### src/rtl/move_seq_ctrl.sv
// Move-entry sequencer for the chess screen: cursor handling, source ownership check
// against board RAM, validator req/ack handshake with timeout, and commit/illegal pulses.
module move_seq_ctrl #(
  parameter int VAL_TIMEOUT = 1024
) (
  input  logic       clk,
  input  logic       rst_n,
  input  logic       game_active,
  input  logic       new_game,
  input  logic       btn_up,
  input  logic       btn_down,
  input  logic       btn_left,
  input  logic       btn_right,
  input  logic       btn_sel,
  input  logic       btn_back,
  output logic [5:0] brd_rd_addr,
  input  logic [3:0] brd_rd_data,
  output logic       val_req,
  input  logic       val_ack,
  input  logic       val_legal,
  output logic [1:0] state,
  output logic       player,
  output logic [2:0] cursor_x,
  output logic [2:0] cursor_y,
  output logic [5:0] src_sq,
  output logic [5:0] dst_sq,
  output logic       commit,
  output logic       illegal
);

  localparam int CNT_W = $clog2(VAL_TIMEOUT);
  localparam logic [CNT_W-1:0] CNT_LAST = CNT_W'(VAL_TIMEOUT - 1);

  typedef enum logic [1:0] {
    PLAYER_SEL = 2'd0,
    PIECE_SEL  = 2'd1,
    POS_SEL    = 2'd2,
    MOVE_VAL   = 2'd3
  } move_state_t;

  move_state_t      state_q, state_d;
  logic             player_q, player_d;
  logic [2:0]       cx_q, cx_d, cy_q, cy_d;
  logic [2:0]       cx_mv, cy_mv;
  logic [5:0]       src_q, src_d, dst_q, dst_d;
  logic             req_q, req_d;
  logic             commit_q, commit_d;
  logic             illegal_q, illegal_d;
  logic             rd_pend_q, rd_pend_d;
  logic [CNT_W-1:0] cnt_q, cnt_d;
  logic [5:0]       cursor_sq;

  assign cursor_sq = {cy_q, cx_q};

  // Direction pulses only; sel/back precedence is resolved in the FSM. 3-bit wrap gives modulo 8.
  always_comb begin
    cx_mv = cx_q;
    cy_mv = cy_q;
    if (btn_up)         cy_mv = cy_q + 3'd1;
    else if (btn_down)  cy_mv = cy_q - 3'd1;
    else if (btn_left)  cx_mv = cx_q - 3'd1;
    else if (btn_right) cx_mv = cx_q + 3'd1;
  end

  always_comb begin
    // NOTE: every variable gets a default before the case so no path can infer a latch.
    state_d   = state_q;
    player_d  = player_q;
    cx_d      = cx_q;
    cy_d      = cy_q;
    src_d     = src_q;
    dst_d     = dst_q;
    req_d     = req_q;
    rd_pend_d = rd_pend_q;
    cnt_d     = cnt_q;
    commit_d  = 1'b0;
    illegal_d = 1'b0;

    if (!game_active) begin
      state_d   = PLAYER_SEL;
      req_d     = 1'b0;
      rd_pend_d = 1'b0;
    end else begin
      unique case (state_q)
        PLAYER_SEL: state_d = PIECE_SEL;
        PIECE_SEL: begin
          if (rd_pend_q) begin
            // brd_rd_data now reflects the square addressed when sel was pressed.
            rd_pend_d = 1'b0;
            if (brd_rd_data != 4'd0 && brd_rd_data[3] == player_q) begin
              src_d   = cursor_sq;
              state_d = POS_SEL;
            end else begin
              illegal_d = 1'b1;
            end
          end else if (btn_sel) begin
            rd_pend_d = 1'b1;
          end else if (!btn_back) begin
            cx_d = cx_mv;
            cy_d = cy_mv;
          end
        end
        POS_SEL: begin
          if (btn_sel) begin
            if (cursor_sq == src_q) begin
              state_d = PIECE_SEL;
            end else begin
              dst_d   = cursor_sq;
              req_d   = 1'b1;
              cnt_d   = '0;
              state_d = MOVE_VAL;
            end
          end else if (btn_back) begin
            state_d = PIECE_SEL;
          end else begin
            cx_d = cx_mv;
            cy_d = cy_mv;
          end
        end
        MOVE_VAL: begin
          cnt_d = cnt_q + CNT_W'(1);
          if (val_ack) begin
            req_d = 1'b0;
            if (val_legal) begin
              commit_d = 1'b1;
              player_d = ~player_q;
              state_d  = PLAYER_SEL;
            end else begin
              illegal_d = 1'b1;
              state_d   = PIECE_SEL;
            end
          end else if (cnt_q == CNT_LAST) begin
            req_d     = 1'b0;
            illegal_d = 1'b1;
            state_d   = PIECE_SEL;
          end
        end
      endcase
    end

    // A new game wins over everything, including a same-cycle commit toggle.
    if (new_game) begin
      player_d  = 1'b0;
      state_d   = PLAYER_SEL;
      req_d     = 1'b0;
      rd_pend_d = 1'b0;
    end
  end

  // NOTE: state registers use non-blocking assignments only, so all flops update together.
  // NOTE: every register is reset here; none of this state is memory-like, so nothing is left unreset.
  always_ff @(posedge clk or negedge rst_n) begin
    if (!rst_n) begin
      state_q   <= PLAYER_SEL;
      player_q  <= 1'b0;
      cx_q      <= '0;
      cy_q      <= '0;
      src_q     <= '0;
      dst_q     <= '0;
      req_q     <= 1'b0;
      commit_q  <= 1'b0;
      illegal_q <= 1'b0;
      rd_pend_q <= 1'b0;
      cnt_q     <= '0;
    end else begin
      state_q   <= state_d;
      player_q  <= player_d;
      cx_q      <= cx_d;
      cy_q      <= cy_d;
      src_q     <= src_d;
      dst_q     <= dst_d;
      req_q     <= req_d;
      commit_q  <= commit_d;
      illegal_q <= illegal_d;
      rd_pend_q <= rd_pend_d;
      cnt_q     <= cnt_d;
    end
  end

  assign brd_rd_addr = cursor_sq;
  assign val_req     = req_q;
  assign state       = state_q;
  assign player      = player_q;
  assign cursor_x    = cx_q;
  assign cursor_y    = cy_q;
  assign src_sq      = src_q;
  assign dst_sq      = dst_q;
  assign commit      = commit_q;
  assign illegal     = illegal_q;

endmodule

### config.mk
export PLATFORM = sky130hd
export DESIGN_NAME = move_seq_ctrl
export DESIGN_NICKNAME = d
export VERILOG_FILES = /design/src/rtl/move_seq_ctrl.sv
export SDC_FILE = /design/constraint.sdc
export NUM_CORES = 1
export LEC_CHECK = 0
export ABC_AREA = 1
export CAP_MARGIN = 10
export CORE_AREA = 2 2 87 89
export DETAILED_ROUTE_END_ITERATION = 10
export DIE_AREA = 0 0 89 91
export GPL_TIMING_DRIVEN = 0
export HOLD_SLACK_MARGIN = 0.08
export MAX_ROUTING_LAYER = met4
export SLEW_MARGIN = 25
export SYNTH_ARGS = -nofsm -noshare
export SYNTH_HDL_FRONTEND = slang
export SYNTH_SLANG_ARGS = --single-unit
### constraint.sdc
create_clock -name clk -period 2.6 [get_ports clk]
set_input_delay 0.78 -clock clk [delete_from_list [all_inputs] [get_ports clk]]
set_output_delay 0.78 -clock clk [all_outputs]
set_load 0.03 [all_outputs]
Word level (Yosys, flattened, before mapping)
Index checks and enable logic that the tools add are counted.
Operators by class
  $add $sub $neg: 5
  equality and inequality tests: 17
  mux-type cells: 56
  bitwise logic cells: 2
  reductions and logical operators: 16
Operator list (count)
  2-to-1 mux 3 bit: 12
  2-to-1 mux 1 bit: 27
  AND reduction 4 bit: 6
  2-to-1 mux 10 bit: 2
  case mux 10 bit (2 select lines): 1
  2-to-1 mux 2 bit: 9
  != test 4 bit, second input constant: 4
  case mux 3 bit (2 select lines): 2
  nonzero test 2 bit: 6
  adder 10 x 1 -> 10 bit, second input constant: 1
  == test 10 bit, second input constant: 1
  != test 5 bit, second input constant: 2
  case mux 2 bit (4 select lines): 1
  adder 3 x 1 -> 3 bit, second input constant: 2
  == test 6 bit: 1
  != test 2 bit, second input constant: 3
  subtractor 3 x 1 -> 3 bit, second input constant: 2
  == test 2 bit, second input constant: 2
  != test 4 x 1 -> 1 bit, second input constant: 1
  case mux 1 bit (2 select lines): 2
  nonzero test 4 bit: 1
  != test 3 x 1 -> 1 bit, second input constant: 1
  AND reduction 3 bit: 1
  == test 2 x 1 -> 1 bit, second input constant: 1
  other kinds (4): 5
Storage, ports and cells
  register bits after elaboration: 35
  output and inout bits: 30
  word-level logic and storage cells: 107

Longest topological paths before layout
  word-level depth: 9
  depth in mapped cells: 11

Least setup slack after synthesis
No wires, ideal clock.
  path kind: input port to flip-flop
  from: input port btn_up
  to: register cy_q[2], in the netlist cursor_y[2]
  setup time: 0.081 ns
  arrival: 1.826 ns
  setup slack: 0.694 ns
  stages: 5
  path buffers: 0
  path through: inv_1 > fa_1 > or2_2 > a21oi_1 > xor2_1
On the way
  word-level cells in the longest chain between the ends: 5
Ends and longest elaborated chain
  start: declaration: line 10  | input logic btn_up,
  2-to-1 mux 3 bit *: line 59  | if (btn_up) cy_mv = cy_q + 3'd1;
  2-to-1 mux 3 bit *: line 98, 113
  2-to-1 mux 3 bit *: line 104  | if (btn_sel) begin
  2-to-1 mux 3 bit: line 87  | if (rd_pend_q) begin
  case mux 3 bit (2 select lines) *: line 84  | unique case (state_q)
  end signal: assignment: line 169  | cy_q <= cy_d;
  end: declaration: line 43  | logic [2:0] cx_q, cx_d, cy_q, cy_d;
Mark *: on every way between the ends. The rest lies on a longest branch, timed or not. The select of a mux whose other input is x is not followed.
A chain may end at the register's enable or synchronous reset.

Worst setup path in the final report
  from: register cy_q[0], in the netlist cursor_y[0]
  to: output port cursor_y[0]
RTL lines
  end: declaration: line 24  | output logic [2:0] cursor_y,
No word-level cell between the ends.

==> run metrics <==
Die X=about 89 um; drt via density=around 4.3; Max Cap Violations=0; Clk Latency, worst-skew pair=0.30 ns; dominant cells by area after synthesis=dfrtp_1 (42%), nand2_1 (15%), nand3_1 (5.2%); Synth Cell Area=0.00210 sq mm; Post-CTS Hold Fix Bufs=0; Critical Path RT=roughly 1.8 ns; initial core utilization=29.4%; final instance area=0.00281 sq mm; full die area=0.00810 sq mm; sequential standard cell area=about 880 sq um; post-synthesis register bit count=35; Pins Over Slew Limit=0; vias in the first global route=roughly 1800; crit-path leading delay family=buffers and inverters; total gr overflow=0; status=finished clean; Hold Crit Class=in -> async; Setup Fix Bufs, Post-CTS=0; top post-synthesis cells by count=nand2_1 (85), dfrtp_1 (35), inv_1 (28); Setup crit end kind=primary output; CORE AREA=0.00714 sq mm; Longest Clk Path Bufs=2; Post-Synthesis Cells=between 200 and 300; area of the multi-input gates=0.00103 sq mm; Worst Tran Pin Value=0.476 ns; Unique masters post-synth=27; Cells after DPL=423; FF-to-FF End=cursor_y[2]; final WL=around 4.7 mm; nets=354; met3 Use GR=2.55%; Slowest cell on crit path=clkdlybuf4s50_1; RSZ-0062 raised after global routing=no; crit path kind=reg -> out; share of the core filled with cells=39.3%; slew margin rel.=approximately 68%; asr flop ratio synth=100%; Final setup viols=0; Mapped Nets=301; Startpoint Class=flop; Final Non-Filler Cells=about 430; # DRC=0; internal reg-to-reg setup slack=0.87 ns; Fill cells=just under 800; Leak Pwr=around 1.3 nW; remaining antenna violation count after routing=0; worst-path cell chain=buf_4, clkdlybuf4s50_1; Worst Setup SP=cursor_y[0]; reg2reg path depth=8; Global Route met2 Usage=21.0%; Hold WS=0.331 ns; Ports=46; Die Y=91 um; DRT Pass-1 Iters=4; Syn Area/Cell=~7.6 sq um; WP depth=2; Port Buf Inserts=45; routed len/inst=11.0 um; clk_skew=0.0123 ns; pin count of the biggest net entering global routing=28; Data arrival, critical path=about 1.6 ns; Fmax=~410 MHz; first-pass GRT wire length=8.44 mm; DR vias=1837; grt met1 use=17.9%; Placed Area=0.00269 sq mm; Max VDD drop=0.000401 V; final period utilization=92.7%; initial antenna violation count=0; Overall Global Routing Usage=13.4%; starting DRC count in detailed routing=98; busiest grt layer=met2; Area Growth Syn to Fin=33.6%; Reg clk slew, reported paths=0.08 ns; Post-synth EDFFs=0; Final Hold Viols=0; top cell type's share of synthesized area=41.7%; TritonCTS buffer count=5; CTS tree=yes; diode count=0; yosys warns=0; CTS Sinks=35; row count=31; CTS Root Cell=clkbuf_8; CP bufs+invs=2; share of cells above drive strength 1=10.5%; Synth area leader=dfrtp_1; register area share after synthesis=about two fifths; count leader, synth=nand2_1; post-cts sizing count=0; Critical Path Max Stage Delay=approximately 0.66 ns; routability cong.=0.853; Final min period=around 2.4 ns; # H-tree levels=2; Synth Flop Type=dfrtp_1; post-detail-place hpwl=3.62 mm; crit path max fanout=7; reg2reg start=state[1]; PD cells=740 mW/mm^2
## final cells by class
cell class | instances | share of cell area [%]
repair buffers | 46 | 16.6
plain buffers | 12 | 2.81
inverters | 32 | 4.28
multi-input cells | 199 | 36.6
clock buffers | 5 | 2.45
flip-flops and latches | 35 | 31.2
well taps | 99 | 4.41
clock inverters | 3 | 1.69
## state kept, by name, summed over array words and instances (netlist names)
register / cells
state: 2
dst_sq: 6
illegal: 1
rd_pend_q: 1
cursor_y: 3
player: 1
commit: 1
val_req: 1
cnt_q: 10
src_sq: 6
cursor_x: 3
## placed cells by master, fill, tap and decap left out, types with 2 or more instances in the layout
cell,synthesis,routed
a21oi_1,10,10
buf_2,3,4
buf_4,6,6
clkbuf_1,2,2
clkbuf_8,0,5
clkdlybuf4s50_1,0,44
dfrtp_1,35,35
fa_1,2,2
ha_1,5,5
inv_1,28,28
inv_2,4,4
nand2_1,85,85
nand3_1,22,22
nand3_2,2,2
nand3b_1,2,2
nand4_1,4,4
nor2_1,22,22
nor2_2,4,4
nor2_4,2,2
nor3_1,3,3
o21ai_0,18,18
xnor2_1,4,4
xor2_1,9,9
## through the flow
step	worst slack, ns	TNS, ns	total power, W
after CTS	0.175	0	0.00211
after global routing	0.104	0	0.00221
after detailed placement	0.0652	0	0.00159
after floorplan	0.694	0	0.00124
after global placement	-0.118	-4.06	0.00158
final	0.189	0	0.00208
## report_power, final
group	total (W)	switching (W)	internal, W
clock	0.000506	0.000216	0.000290
sequential	0.000730	0.000107	0.000623
combinational	0.000840	0.000475	0.000365
## metal layers
metal  routed length, um  vias to the layer above
li1                    -                      974
met1                2350                      831
met2                2190                       25
met3                 142                        7
met4                  59                        0
met5                   0                        -
## worst max path at each step
stage | to
global route | cursor_y[0]
finish | cursor_y[0]
global placement | src_sq[0]
detailed placement | cursor_y[2]
CTS | cursor_y[0]
floorplan | cursor_y[2]
## kinds of logic after synthesis
| kind of cell | count (synthesis) | synth area share, % |
|---|---|---|
| xor+xnor | 13 | 5.42 |
| simple gates | 149 | 31.1 |
| buf+inv | 44 | 9.47 |
| fa+ha+maj | 7 | 4.88 |
| compound gates | 30 | 7.45 |
| flops | 35 | 41.7 |
Note: power is estimated with default switching activity, not from simulation.
